$ cat src/rtl/uart_alu_pkg.sv
// Shared definitions for the UART-ALU datapath: opcode encodings, FSM state
// encoding and default widths.
package uart_alu_pkg;

    localparam int NB_DATA_DEF = 8;
    localparam int NB_OP_DEF   = 6;

    localparam logic [NB_OP_DEF-1:0] OP_ADD = 6'b100000;
    localparam logic [NB_OP_DEF-1:0] OP_SUB = 6'b100010;
    localparam logic [NB_OP_DEF-1:0] OP_AND = 6'b100100;
    localparam logic [NB_OP_DEF-1:0] OP_OR  = 6'b100101;
    localparam logic [NB_OP_DEF-1:0] OP_XOR = 6'b100110;
    localparam logic [NB_OP_DEF-1:0] OP_NOR = 6'b100111;
    localparam logic [NB_OP_DEF-1:0] OP_SRA = 6'b000011;
    localparam logic [NB_OP_DEF-1:0] OP_SRL = 6'b000010;

    typedef enum logic [2:0] {
        ST_GET_A   = 3'd0,
        ST_GET_B   = 3'd1,
        ST_GET_OP  = 3'd2,
        ST_EXEC    = 3'd3,
        ST_SEND    = 3'd4,
        ST_WAIT_TX = 3'd5
    } state_t;

endpackage

$ cat src/rtl/uart_alu_intf_alu.sv
// Purely combinational ALU: (A, B, opcode) -> (result, invalid).
// Unsupported opcodes produce a zero result and raise o_invalid.
module alu
    import uart_alu_pkg::*;
#(
    parameter int NB_DATA = NB_DATA_DEF,
    parameter int NB_OP   = NB_OP_DEF
) (
    input  logic [NB_DATA-1:0] i_a,
    input  logic [NB_DATA-1:0] i_b,
    input  logic [NB_OP-1:0]   i_op,
    output logic [NB_DATA-1:0] o_result,
    output logic               o_invalid
);

    always_comb begin
        // NOTE: every output gets a default first so no path through the case
        // leaves it unassigned, which would otherwise infer a latch.
        o_result  = '0;
        o_invalid = 1'b0;
        case (i_op)
            OP_ADD: o_result = i_a + i_b;
            OP_SUB: o_result = i_a - i_b;
            OP_AND: o_result = i_a & i_b;
            OP_OR:  o_result = i_a | i_b;
            OP_XOR: o_result = i_a ^ i_b;
            OP_NOR: o_result = ~(i_a | i_b);
            // Shift amounts >= NB_DATA saturate to all sign bits / zero by
            // language semantics, so no explicit range check is needed.
            OP_SRA: o_result = $unsigned($signed(i_a) >>> i_b);
            OP_SRL: o_result = i_a >> i_b;
            default: o_invalid = 1'b1;
        endcase
    end

endmodule

$ cat src/rtl/uart_alu_intf.sv
// Collects operand A, operand B and opcode bytes from the UART receiver,
// evaluates them and hands the result to the transmitter. Optional inter-byte
// timeout enabled with UART_ALU_INTF_TIMEOUT_EN.
module uart_alu_intf
    import uart_alu_pkg::*;
#(
    parameter int NB_DATA        = NB_DATA_DEF,
    parameter int NB_OP          = NB_OP_DEF,
    parameter int TIMEOUT_CYCLES = 1_000_000
) (
    input  logic               i_clk,
    input  logic               i_reset,
    input  logic [NB_DATA-1:0] i_rx_data,
    input  logic               i_rx_valid,
    input  logic               i_tx_done,
    output logic [NB_DATA-1:0] o_tx_data,
    output logic               o_tx_start,
    output logic               o_busy,
    output logic               o_op_err,
    output logic               o_overrun
);

    state_t             state_q, state_d;
    logic [NB_DATA-1:0] a_q, a_d;
    logic [NB_DATA-1:0] b_q, b_d;
    logic [NB_OP-1:0]   op_q, op_d;
    logic [NB_DATA-1:0] tx_data_q, tx_data_d;
    logic               overrun_q, overrun_d;
    logic [NB_DATA-1:0] alu_result;
    logic               alu_invalid;
    logic               in_busy_state;
    logic               timeout;

    alu #(
        .NB_DATA (NB_DATA),
        .NB_OP   (NB_OP)
    ) u_alu (
        .i_a       (a_q),
        .i_b       (b_q),
        .i_op      (op_q),
        .o_result  (alu_result),
        .o_invalid (alu_invalid)
    );

    assign in_busy_state = (state_q == ST_EXEC) || (state_q == ST_SEND) ||
                           (state_q == ST_WAIT_TX);

`ifdef UART_ALU_INTF_TIMEOUT_EN
    localparam int CNT_W = (TIMEOUT_CYCLES > 2) ? $clog2(TIMEOUT_CYCLES) : 1;

    logic [CNT_W-1:0] cnt_q, cnt_d;
    logic             waiting;

    assign waiting = (state_q == ST_GET_B) || (state_q == ST_GET_OP);
    assign timeout = waiting && !i_rx_valid &&
                     (cnt_q == CNT_W'(TIMEOUT_CYCLES - 1));

    // Counts idle cycles between bytes of a partially received frame.
    always_comb begin
        cnt_d = '0;
        if (waiting && !i_rx_valid && !timeout) begin
            cnt_d = cnt_q + 1'b1;
        end
    end

    always_ff @(posedge i_clk or negedge i_reset) begin
        if (!i_reset) begin
            cnt_q <= '0;
        end else begin
            cnt_q <= cnt_d;
        end
    end
`else
    assign timeout = 1'b0;
`endif

    always_ff @(posedge i_clk or negedge i_reset) begin
        if (!i_reset) begin
            state_q   <= ST_GET_A;
            a_q       <= '0;
            b_q       <= '0;
            op_q      <= '0;
            tx_data_q <= '0;
            overrun_q <= 1'b0;
        end else begin
            // NOTE: non-blocking assignments so every flop samples the values
            // from before this edge, independent of statement order.
            state_q   <= state_d;
            a_q       <= a_d;
            b_q       <= b_d;
            op_q      <= op_d;
            tx_data_q <= tx_data_d;
            overrun_q <= overrun_d;
        end
    end

    always_comb begin
        state_d   = state_q;
        a_d       = a_q;
        b_d       = b_q;
        op_d      = op_q;
        tx_data_d = tx_data_q;
        overrun_d = i_rx_valid && in_busy_state;
        case (state_q)
            ST_GET_A: begin
                if (i_rx_valid) begin
                    a_d     = i_rx_data;
                    state_d = ST_GET_B;
                end
            end
            ST_GET_B: begin
                if (i_rx_valid) begin
                    b_d     = i_rx_data;
                    state_d = ST_GET_OP;
                end else if (timeout) begin
                    state_d = ST_GET_A;
                end
            end
            ST_GET_OP: begin
                if (i_rx_valid) begin
                    op_d    = i_rx_data[NB_OP-1:0];
                    state_d = ST_EXEC;
                end else if (timeout) begin
                    state_d = ST_GET_A;
                end
            end
            ST_EXEC: begin
                tx_data_d = alu_result;
                state_d   = ST_SEND;
            end
            ST_SEND: begin
                state_d = ST_WAIT_TX;
            end
            ST_WAIT_TX: begin
                if (i_tx_done) begin
                    state_d = ST_GET_A;
                end
            end
            default: begin
                state_d = ST_GET_A;
            end
        endcase
    end

    always_comb begin
        o_busy     = in_busy_state;
        o_tx_start = (state_q == ST_SEND);
        o_op_err   = (state_q == ST_EXEC) && alu_invalid;
        o_tx_data  = tx_data_q;
        o_overrun  = overrun_q;
    end

endmodule

$ cat config.mk
export PLATFORM = sky130hd
export DESIGN_NAME = uart_alu_intf
export DESIGN_NICKNAME = d
export VERILOG_FILES = /design/src/rtl/uart_alu_pkg.sv /design/src/rtl/uart_alu_intf_alu.sv /design/src/rtl/uart_alu_intf.sv
export SDC_FILE = /design/constraint.sdc
export NUM_CORES = 1
export LEC_CHECK = 0
export ABC_AREA = 1
export CORE_MARGIN = 10
export CORE_UTILIZATION = 61
export DETAILED_ROUTE_END_ITERATION = 16
export PLACE_DENSITY = 0.83
export SKIP_CTS_REPAIR_TIMING = 1
export SLEW_MARGIN = 5
export SYNTH_ARGS = -nofsm -noshare
export SYNTH_HDL_FRONTEND = slang
export SYNTH_SLANG_ARGS = --single-unit
$ cat constraint.sdc
create_clock -name i_clk -period 7.3 [get_ports i_clk]
set_clock_uncertainty 0.2 [all_clocks]
set_input_delay 1.46 -clock i_clk [delete_from_list [all_inputs] [get_ports i_clk]]
set_output_delay 1.46 -clock i_clk [all_outputs]
set_load 0.005 [all_outputs]
==> impl_metrics.csv, run 1 <==
group,metric,value,unit
pwr,power.density,468,mW/mm²
die,die_area,0.00842,mm²
die,io_pins,24,
synthesis,synth_flop_cell,"dfrtp_1",
drt,vias,3151,
placement,hpwl,6710,µm
worst_setup_path,cp_num_buf_inv,2,
timing,grt_setup_unrepaired,"no",
synthesis,async_flop_share,1.00,
finish,instances_no_fill,587,
worst_setup_path,cp-start-kind,"flop",
worst_setup_path,crit_type,"flop to primary output",
clock_tree,cts_tree,"built",
drt,ant_nets,0,
worst_setup_path,critPathMaxFanout,10,
clock_tree,root_buffer,"clkbuf_8",
grt,overflow,0,
synthesis,yosysWarnings,0,
synthesis,seq_area_frac_synth,0.271,
worst_setup_path,worstPathRequired,5.64,ns
finish,insertedDiodeCount,0,
timing,setup_viol,0,
timing,relSlewSlack,0.655,
worst_setup_path,cpPeakStageDelay,0.58,ns
timing,setup-tns-final,0,ns
worst_setup_path,crit_path_end_kind,"primary output",
synthesis,synth_area_leaders,"dfrtp_1 27%, nand2_1 20%, ha_1 9.6%",
hold_path,min-delay-path-class,"flop to flop",
clock_tree,cts_buffer_depth,2,
pwr,p_leak,0.00190,µW
clock_tree,h-tree-depth,2,
placement,io_buffers,23,
timing,min_period_over_period,0.527,
placement,place.gp.congestion,1.00,
pwr,pwr-share-seq,0.264,
drt,route.detailed.drc,0,
worst_setup_path,cp.arrival,2.18,ns
synthesis,ys_seq_elements,34,
run,max_cap_viol_count,0,
hold_path,worstHoldPathCells,2,
finish,nets,554,
clock_tree,cts_num_sinks,34,
grt,grt_pass1_vias,3047,
grt,grt_antenna_before_repair,0,
pwr,total_power,1640,µW
grt,grt_max_degree,35,
worst_setup_path,cpMaxStageDelayCell,"clkdlybuf4s50_1",
finish,drive_gt1_frac,0.0696,
timing,tightest_slew,0.517,ns
drt,routed_wl,8440,µm
worst_setup_path,path_cells,"nand2_1 > nor2_2 > inv_2 > nor4_1 > clkdlybuf4s50_1",
die,initial_core_util,0.623,
synthesis,syn_inst,495,
synthesis,yosysTopAreaCell,"dfrtp_1",
synthesis,syn_area_per_cell,6.35,µm²
clock_tree,cts_inserted_buffers,5,
clock_tree,insertion_delay,0.28,ns
die,std_cell_rows,26,
synthesis,synth_top_area_frac,0.271,
drt,wl_per_cell,14.4,µm
die,chipWidth,91.8,µm
pwr,p_sw,899,µW
placement,dpl.cell_count,580,
timing,slew_violations,0,
drt,drt-vias-per-instance,5.37,
worst_setup_path,r2r_slack,3.95,ns
drt,drtIter0Drc,288,
synthesis,synth_cell_types,30,
die,core_area,0.00504,mm²
timing,hold_viol_final,0,
pwr,irDropWorstVdd,0.320,mV
clock_tree,clk_pin_slew,0.06,ns
synthesis,syn-num-nets,532,
pwr,p_clk_frac,0.077,
synthesis,synth_edf_count,0,
worst_setup_path,critPathTopFamily,"simple AND/OR/NAND/NOR gates",
grt,grt_pass1_wl,14300,µm
finish,synthToLayoutAreaGrowth,11.5,%
worst_setup_path,r2r_cells,17,
worst_setup_path,cp.depth,5,
pwr,power_frac_comb,0.660,
synthesis,synth_area,0.00314,mm²
timing,timing.fmax,260,MHz
status,status,"finished clean",
grt,track_usage,0.204,
die,die_y,91.8,µm
drt,drt_first_pass_iters,5,
pwr,p_int,741,µW
timing,fin_crit,3.84,ns
pwr,switching_share,0.548,
-- kinds of logic after synthesis --
logic type	Yosys count	share of synthesized area
flops	34	0.271
buf+inv	84	0.103
simple gates	297	0.425
compound gates	48	0.0800
xor+xnor	7	0.0195
fa+ha+maj	25	0.102
-- layout make-up --
cell class	count	area [µm²]
well taps	70	87.6
multi-input cells	377	1970
repair buffers	24	238
inverters	75	284
clock buffers	7	76.3
fillers	467	1540
flip-flops and latches	34	851
-- power by group through the flow --
stage	Sequential, µW	Combinational (µW)	Clock, µW
floorplan	362	835	0
global placement	424	1040	0
detailed placement	428	1070	0
CTS	425	1070	129
global route	444	1240	135
finish	433	1080	126
-- sequential cells by signal (all words and copies together) (netlist names) --
name and flops:
a_q 8, b_q 8, o_overrun 1, o_tx_data 8, op_q 6, state_q 3
-- layout by cell type (no fill, tap or decap), drive strengths merged --
cell,instances
nor2,48
o211ai,1
nand3b,3
clkbuf,7
xnor2,1
dfrtp,34
nor4,1
a2bb2oi,1
o22ai,1
nor3,7
clkdlybuf4s50,23
nand3,54
o21ai,36
inv,75
nand4,11
buf,1
nand2,173
ha,24
a21oi,9
fa,1
xor2,6
-- per-stage QoR --
stage / utilization / cell area [µm²] / setup slack [ns] / hold slack [ns]
5_1_grt: 0.695 / 3500 / 3.31 / 0.315
3_3_place_gp: 0.680 / 3430 / 3.74 / 0.272
4_1_cts: 0.695 / 3500 / 3.44 / 0.293
2_1_floorplan: - / 3140 / 4.47 / 0.272
3_5_place_dp: 0.680 / 3430 / 3.76 / 0.279
6_report: 0.695 / 3500 / 3.46 / 0.286
-- worst reg2reg max path: cells and delay by family, from the launching register on --
family / cells / cell delay (ns)
compound gates: 2 / 0.53
xor+xnor: 1 / 0.15
fa+ha+maj: 2 / 0.54
buf+inv: 3 / 0.51
flops: 1 / 0.57
simple gates: 9 / 0.75
-- cell usage after synthesis (4+ instances only) --
master and instances:
dfrtp_1 34, nand4_1 11, o21ai_0 32, buf_2 5, ha_1 24, nor3_1 5, nor2_2 9, nand2_1 168
nand3_1 54, a21oi_1 9, inv_2 8, xor2_1 6, clkbuf_1 4, inv_1 66, nor2_1 35
-- layer usage --
layer	wire (µm)	share of wire	vias to the layer above	GRT usage
li1	-	-	1611	-
met1	3850	0.46	1434	0.257
met2	3970	0.47	85	0.350
met3	383	0.045	21	0.0253
met4	233	0.028	0	0.0746
met5	0	0	-	0
-- path summary, 6_finish.rpt --
check                               end          from
hold / removal             o_tx_data[6]  o_tx_data[6]
hold reg to reg            o_tx_data[6]  o_tx_data[6]
max in group asynchronous        a_q[4]       i_reset
min in group asynchronous     o_overrun       i_reset
setup / recovery               o_op_err    state_q[1]
setup reg to reg           o_tx_data[7]        b_q[0]
Power figures use the tool's default switching activity.
==> run 2, diff against run 1 <==
--- a/config.mk
+++ b/config.mk
@@ -7,9 +7,9 @@
 export LEC_CHECK = 0
 export ABC_AREA = 1
 export CORE_MARGIN = 10
-export CORE_UTILIZATION = 61
+export CORE_UTILIZATION = 54
 export DETAILED_ROUTE_END_ITERATION = 16
-export PLACE_DENSITY = 0.83
+export PLACE_DENSITY = 0.78
 export SKIP_CTS_REPAIR_TIMING = 1
 export SLEW_MARGIN = 5
 export SYNTH_ARGS = -nofsm -noshare
==> constraint.sdc (replaced) <==
create_clock -name i_clk -period 3.28 [get_ports i_clk]
set_clock_uncertainty 0.2 [all_clocks]
set_input_delay 0.656 -clock i_clk [delete_from_list [all_inputs] [get_ports i_clk]]
set_output_delay 0.656 -clock i_clk [all_outputs]
set_load 0.005 [all_outputs]
==> run 2 against run 1 <==
Net effect:
- utilization fell by 5.3 points
- combinational power rose by 140%
- critical path depth rose by 1
- flip-flop and latch count did not move
- wire length rose by 4.6%
- power rose by 130%
- global-route usage barely moved
- final cell count rose by 1.7%
- setup slack got worse by 3.1 ns
- critical endpoint unchanged
- largest cell class unchanged
- largest power group unchanged
==> impl_metrics.csv, run 2 (same netlist as run 1, synthesis figures left out) <==
group,metric,value,unit
status,status,"finished clean",
grt,grtUsageMet3,0.0335,
pwr,power.density,1050,mW/mm²
pwr,total_power,3770,µW
worst_setup_path,r2r_cells,17,
timing,relSlewSlack,0.654,
drt,vias,3276,
finish,final_cell_mix,"168 x nand2_1, 65 x inv_1, 54 x nand3_1, 35 x nor2_1, 34 x dfrtp_1",
run,max_cap_viol_count,0,
die,initial_core_util,0.564,
timing,hold_viol_final,0,
clock_tree,cts_inserted_buffers,5,
placement,hpwl,7060,µm
pwr,p_int,1720,µW
placement,io_buffers,23,
placement,place.gp.congestion,0.983,
worst_setup_path,crit_path_end_kind,"primary output",
pwr,pwr-share-seq,0.240,
drt,routed_wl,8830,µm
finish,drive_gt1_frac,0.0876,
hold_path,min-delay-start,"o_tx_data[3]",
grt,top_usage_layer,"met2",
worst_setup_path,worst_r2r_endpoint,"o_tx_data[7]",
worst_setup_path,reg2reg_from,"op_q[4]",
worst_setup_path,cp-start-kind,"flop",
hold_path,whs_endpoint,"o_tx_data[3]",
grt,grt_pass1_vias,3092,
worst_setup_path,cp.arrival,2.10,ns
timing,slew_violations,0,
pwr,p_sw,2050,µW
worst_setup_path,critPathMaxFanout,7,
die,core_area,0.00557,mm²
pwr,p_leak,0.00194,µW
finish,nets,561,
timing,min_period_over_period,0.901,
die,die_y,96.3,µm
clock_tree,clk_pin_slew,0.07,ns
worst_setup_path,worstPathRequired,2.42,ns
finish,utilization,0.642,
pwr,p_clk_frac,0.086,
grt,overflow,0,
grt,grtUsageMet1,0.269,
die,chipWidth,96.3,µm
timing,fin_crit,2.95,ns
timing,timing.fmax,338,MHz
drt,wl_per_cell,14.8,µm
finish,fillers,535,
drt,drtIter0Drc,287,
worst_setup_path,r2r_slack,0.36,ns
finish,insertedDiodeCount,0,
timing,setup_viol,0,
clock_tree,insertion_delay,0.29,ns
die,std_cell_rows,27,
hold_path,worstHoldPathCells,2,
drt,ant_nets,0,
drt,drt_first_pass_iters,5,
drt,drt-vias-per-instance,5.49,
pwr,irDropWorstVdd,0.563,mV
clock_tree,cts_num_sinks,34,
finish,final_common_cell,"nand2_1",
grt,grtUsageMet2,0.323,
grt,grt_antenna_before_repair,0,
clock_tree,cts_buffer_depth,2,
grt,grt_pass1_wl,14800,µm
die,io_pins,24,
hold_path,min-delay-path-class,"flop to flop",
timing,grt_setup_unrepaired,"no",
clock_tree,h-tree-depth,2,
timing,tightest_slew,0.518,ns
drt,route.detailed.drc,0,
grt,track_usage,0.205,
pwr,switching_share,0.544,
grt,grt_max_degree,35,
finish,synthToLayoutAreaGrowth,13.9,%
clock_tree,root_buffer,"clkbuf_8",
clock_tree,cts_tree,"built",
worst_setup_path,crit_type,"flop to primary output",
timing,setup-tns-final,0,ns
die,die_area,0.00927,mm²
pwr,power_frac_comb,0.675,
==> run 2: worst max-delay path by stage <==
stage	start	to
after floorplan	b_q[0]	o_tx_data[7]
after global placement	op_q[4]	o_tx_data[6]
after detailed placement	op_q[4]	o_tx_data[7]
after CTS	op_q[4]	o_tx_data[7]
after global routing	op_q[4]	o_tx_data[7]
final	op_q[2]	o_op_err
==> run 2: area by class of cell <==
type | count | area (µm²) | share of cell area
clock buffers | 7 | 86.3 | 0.0241
clock inverters | 1 | 5.00 | 0.00140
inverters | 75 | 288 | 0.0804
multi-input cells | 377 | 1970 | 0.550
flip-flops and latches | 34 | 851 | 0.238
well taps | 72 | 90.1 | 0.0252
repair buffers | 31 | 290 | 0.0811
==> run 2: metrics by stage <==
step                setup slack (ns)  hold WS (ns)  area [µm²]  cells
finish                         0.325         0.282        3580    597
global route                 0.00846         0.319        3580    597
detailed placement             0.279         0.269        3480    588
floorplan                      0.660         0.160        3140    495
CTS                            0.272         0.287        3570    596
global placement               0.424         0.263        3480    588
==> run 2: layer usage <==
layer  routed length (µm)  vias up
li1                     -     1632
met1                 3930     1487
met2                 3960      134
met3                  621       23
met4                  313        0
met5                    0        -
==> run 2: power groups by stage <==
stage          clock network [µW]  logic [µW]  registers, µW
2_1_floorplan                   0        1860            806
3_3_place_gp                    0        2460            894
3_5_place_dp                    0        2500            898
4_1_cts                       331        2510            893
5_1_grt                       348        2920            929
6_report                      324        2550            905
==> run 2: critical path, stage by stage, from the launching register on <==
cell and delay [ns]:
dfrtp_1 0.43, nand2_2 0.18, nor2_2 0.08, nand2_1 0.11, nand2_1 0.10, nor4_1 0.33
clkdlybuf4s50_1 0.57
==> run 3, diff against run 2 <==
--- a/config.mk
+++ b/config.mk
@@ -5,11 +5,10 @@
 export SDC_FILE = /design/constraint.sdc
 export NUM_CORES = 1
 export LEC_CHECK = 0
-export ABC_AREA = 1
 export CORE_MARGIN = 10
-export CORE_UTILIZATION = 54
+export CORE_UTILIZATION = 53
 export DETAILED_ROUTE_END_ITERATION = 16
-export PLACE_DENSITY = 0.78
+export PLACE_DENSITY = 0.77
 export SKIP_CTS_REPAIR_TIMING = 1
 export SLEW_MARGIN = 5
 export SYNTH_ARGS = -nofsm -noshare
==> run 3 against run 2 <==
Net effect:
- sequential power fell by 2.4%
- register-to-register slack lost 0.26 ns
- utilization grew 0.49 points
- die area decreased by 3.6%
- power rose by 16%
- via count is 15% lower
- final cell count shrank 25%
- sequential share of layout area rose by 0.41 points
- maximum frequency decreased by 6.9%
- combinational power grew 18%
- worst hold slack better by 0.019 ns
- critical path type is now flop to flop
==> impl_metrics.csv, run 3 <==
group,metric,value,unit
die,die_area,0.00894,mm²
clock_tree,insertion_delay,0.30,ns
finish,insertedDiodeCount,0,
drt,vias,2796,
timing,hold_viol_final,0,
status,status,"finished clean",
grt,overflow,0,
drt,ant_nets,0,
grt,track_usage,0.191,
synthesis,synth_edf_count,0,
die,io_pins,24,
synthesis,yosysWarnings,0,
placement,hpwl,6160,µm
synthesis,synth_flop_cell,"dfrtp_1",
die,die_y,94.5,µm
run,max_cap_viol_count,0,
synthesis,yosysMostFrequentCell,"nand2_1",
synthesis,seq_area_frac_synth,0.289,
clock_tree,clk_pin_slew,0.08,ns
timing,timing.fmax,315,MHz
die,core_area,0.00544,mm²
worst_setup_path,worstPathRequired,3.27,ns
drt,wl_per_cell,18.6,µm
finish,multiInputGateArea,0.00195,mm²
synthesis,syn_area_per_cell,8.59,µm²
clock_tree,cts_inserted_buffers,5,
synthesis,async_flop_share,1.00,
timing,setup_viol,0,
die,initial_core_util,0.542,
clock_tree,cts_num_sinks,34,
synthesis,syn_inst,343,
worst_setup_path,critPathMaxFanout,3,
timing,min_period_over_period,0.968,
timing,tightest_slew,0.580,ns
clock_tree,root_buffer,"clkbuf_8",
finish,instances_no_fill,450,
worst_setup_path,r2r_cells,11,
synthesis,ys_seq_elements,34,
grt,grt_antenna_before_repair,0,
worst_setup_path,cp.arrival,3.16,ns
die,std_cell_rows,27,
drt,drt_first_pass_iters,5,
finish,final_common_cell,"nand2_1",
worst_setup_path,crit_path_end_kind,"flop",
clock_tree,cts_buffer_depth,2,
finish,synthToLayoutAreaGrowth,19.5,%
finish,nets,414,
placement,place.gp.congestion,0.967,
synthesis,synth_top_area_frac,0.289,
timing,fin_crit,3.18,ns
pwr,irDropWorstVdd,0.666,mV
synthesis,yosysTopAreaCell,"dfrtp_1",
synthesis,synth_area,0.00295,mm²
worst_setup_path,cp-start-kind,"flop",
clock_tree,h-tree-depth,2,
synthesis,syn-num-nets,380,
synthesis,synthTopCellsByCount,"44 x nand2_1, 34 x dfrtp_1, 34 x o21ai_0",
placement,dp_slack,-0.0118,ns
pwr,power.density,1240,mW/mm²
drt,routed_wl,8390,µm
timing,relSlewSlack,0.612,
finish,drive_gt1_frac,0.146,
finish,seqCellArea,851,µm²
clock_tree,cts_tree,"built",
drt,drtIter0Drc,337,
finish,final_cell_mix,"44 x nand2_1, 34 x o21ai_0, 34 x dfrtp_1, 24 x ha_1",
grt,grt_pass1_wl,13600,µm
drt,route.detailed.drc,0,
synthesis,synth_cell_types,60,
hold_path,worstHoldPathCells,2,
grt,grt_max_degree,35,
hold_path,min-delay-path-class,"flop to flop",
die,chipWidth,94.5,µm
grt,grt_pass1_vias,2613,
timing,setup_slack,0.105,ns
drt,drt-vias-per-instance,6.21,
placement,io_buffers,23,
timing,grt_setup_unrepaired,"yes",
pwr,p_leak,0.00149,µW
synthesis,synth_area_leaders,"dfrtp_1 29%, ha_1 10%, o21ai_0 5.8%",
placement,dpl.cell_count,440,
timing,slew_violations,0,
finish,fillers,477,
timing,hold_ws,0.300,ns
worst_setup_path,crit_type,"flop to flop",
run 3: where the power goes:
part	switching (µW)	leakage [µW]	internal (µW)	total, µW
logic	1620	0.00100	1380	3000
registers	266	0.000422	618	883
clock network	185	0.0000683	305	490
run 3: cell families after synthesis:
kind of cell               synth area share
AOI/OAI and AO/OA                     0.210
xor gates and xnor gates             0.0590
adders and majority gates             0.109
buffers and inverters                0.0624
DFF                                   0.289
muxes                                0.0790
and+or+nand+nor                       0.192
run 3: worst max-delay path, stage by stage (launching register included):
cell	delay [ns]
dfrtp_1	0.38
or4b_4	0.58
nor3b_4	0.24
mux2_4	0.34
inv_1	0.06
ha_1	0.21
nor2b_1	0.15
o2111ai_1	0.25
nand3b_1	0.12
xor2_1	0.17
a2111oi_2	0.31
nor2_1	0.07
run 3: worst paths after layout:
check / from / end / slack [ns]
min: o_tx_data[0] / o_tx_data[0] / 0.30
max: op_q[4] / o_tx_data[5] / 0.10
max in group asynchronous: i_reset / a_q[1] / 1.98
min reg2reg: o_tx_data[0] / o_tx_data[0] / 0.30
min in group asynchronous: i_reset / o_overrun / 0.57
max reg2reg: op_q[4] / o_tx_data[5] / 0.10
run 3: cell type report:
type | count | area share
Timing Repair Buffer | 46 | 0.117
Tap cell | 72 | 0.0256
Sequential cell | 34 | 0.242
Clock buffer | 5 | 0.0196
Inverter | 21 | 0.0224
Multi-Input combinational cell | 269 | 0.554
Clock inverter | 3 | 0.0196
run 3: metrics by stage:
step                       util  power (µW)  instance area, µm²  setup TNS, ns
after global routing      0.647        4720                3520        -0.0712
after global placement    0.610        3600                3320              0
final                     0.647        4370                3520              0
after detailed placement  0.610        3680                3320        -0.0203
after floorplan               -        2820                2950              0
after CTS                 0.635        4200                3460        -0.0387
run 3: per-layer routing:
layer / global-route usage / vias up / part of all wire
met5: 0 / - / 0
met4: 0.0711 / 0 / 0.031
met3: 0.0373 / 26 / 0.066
met2: 0.298 / 121 / 0.46
met1: 0.256 / 1355 / 0.44
li1: - / 1294 / -
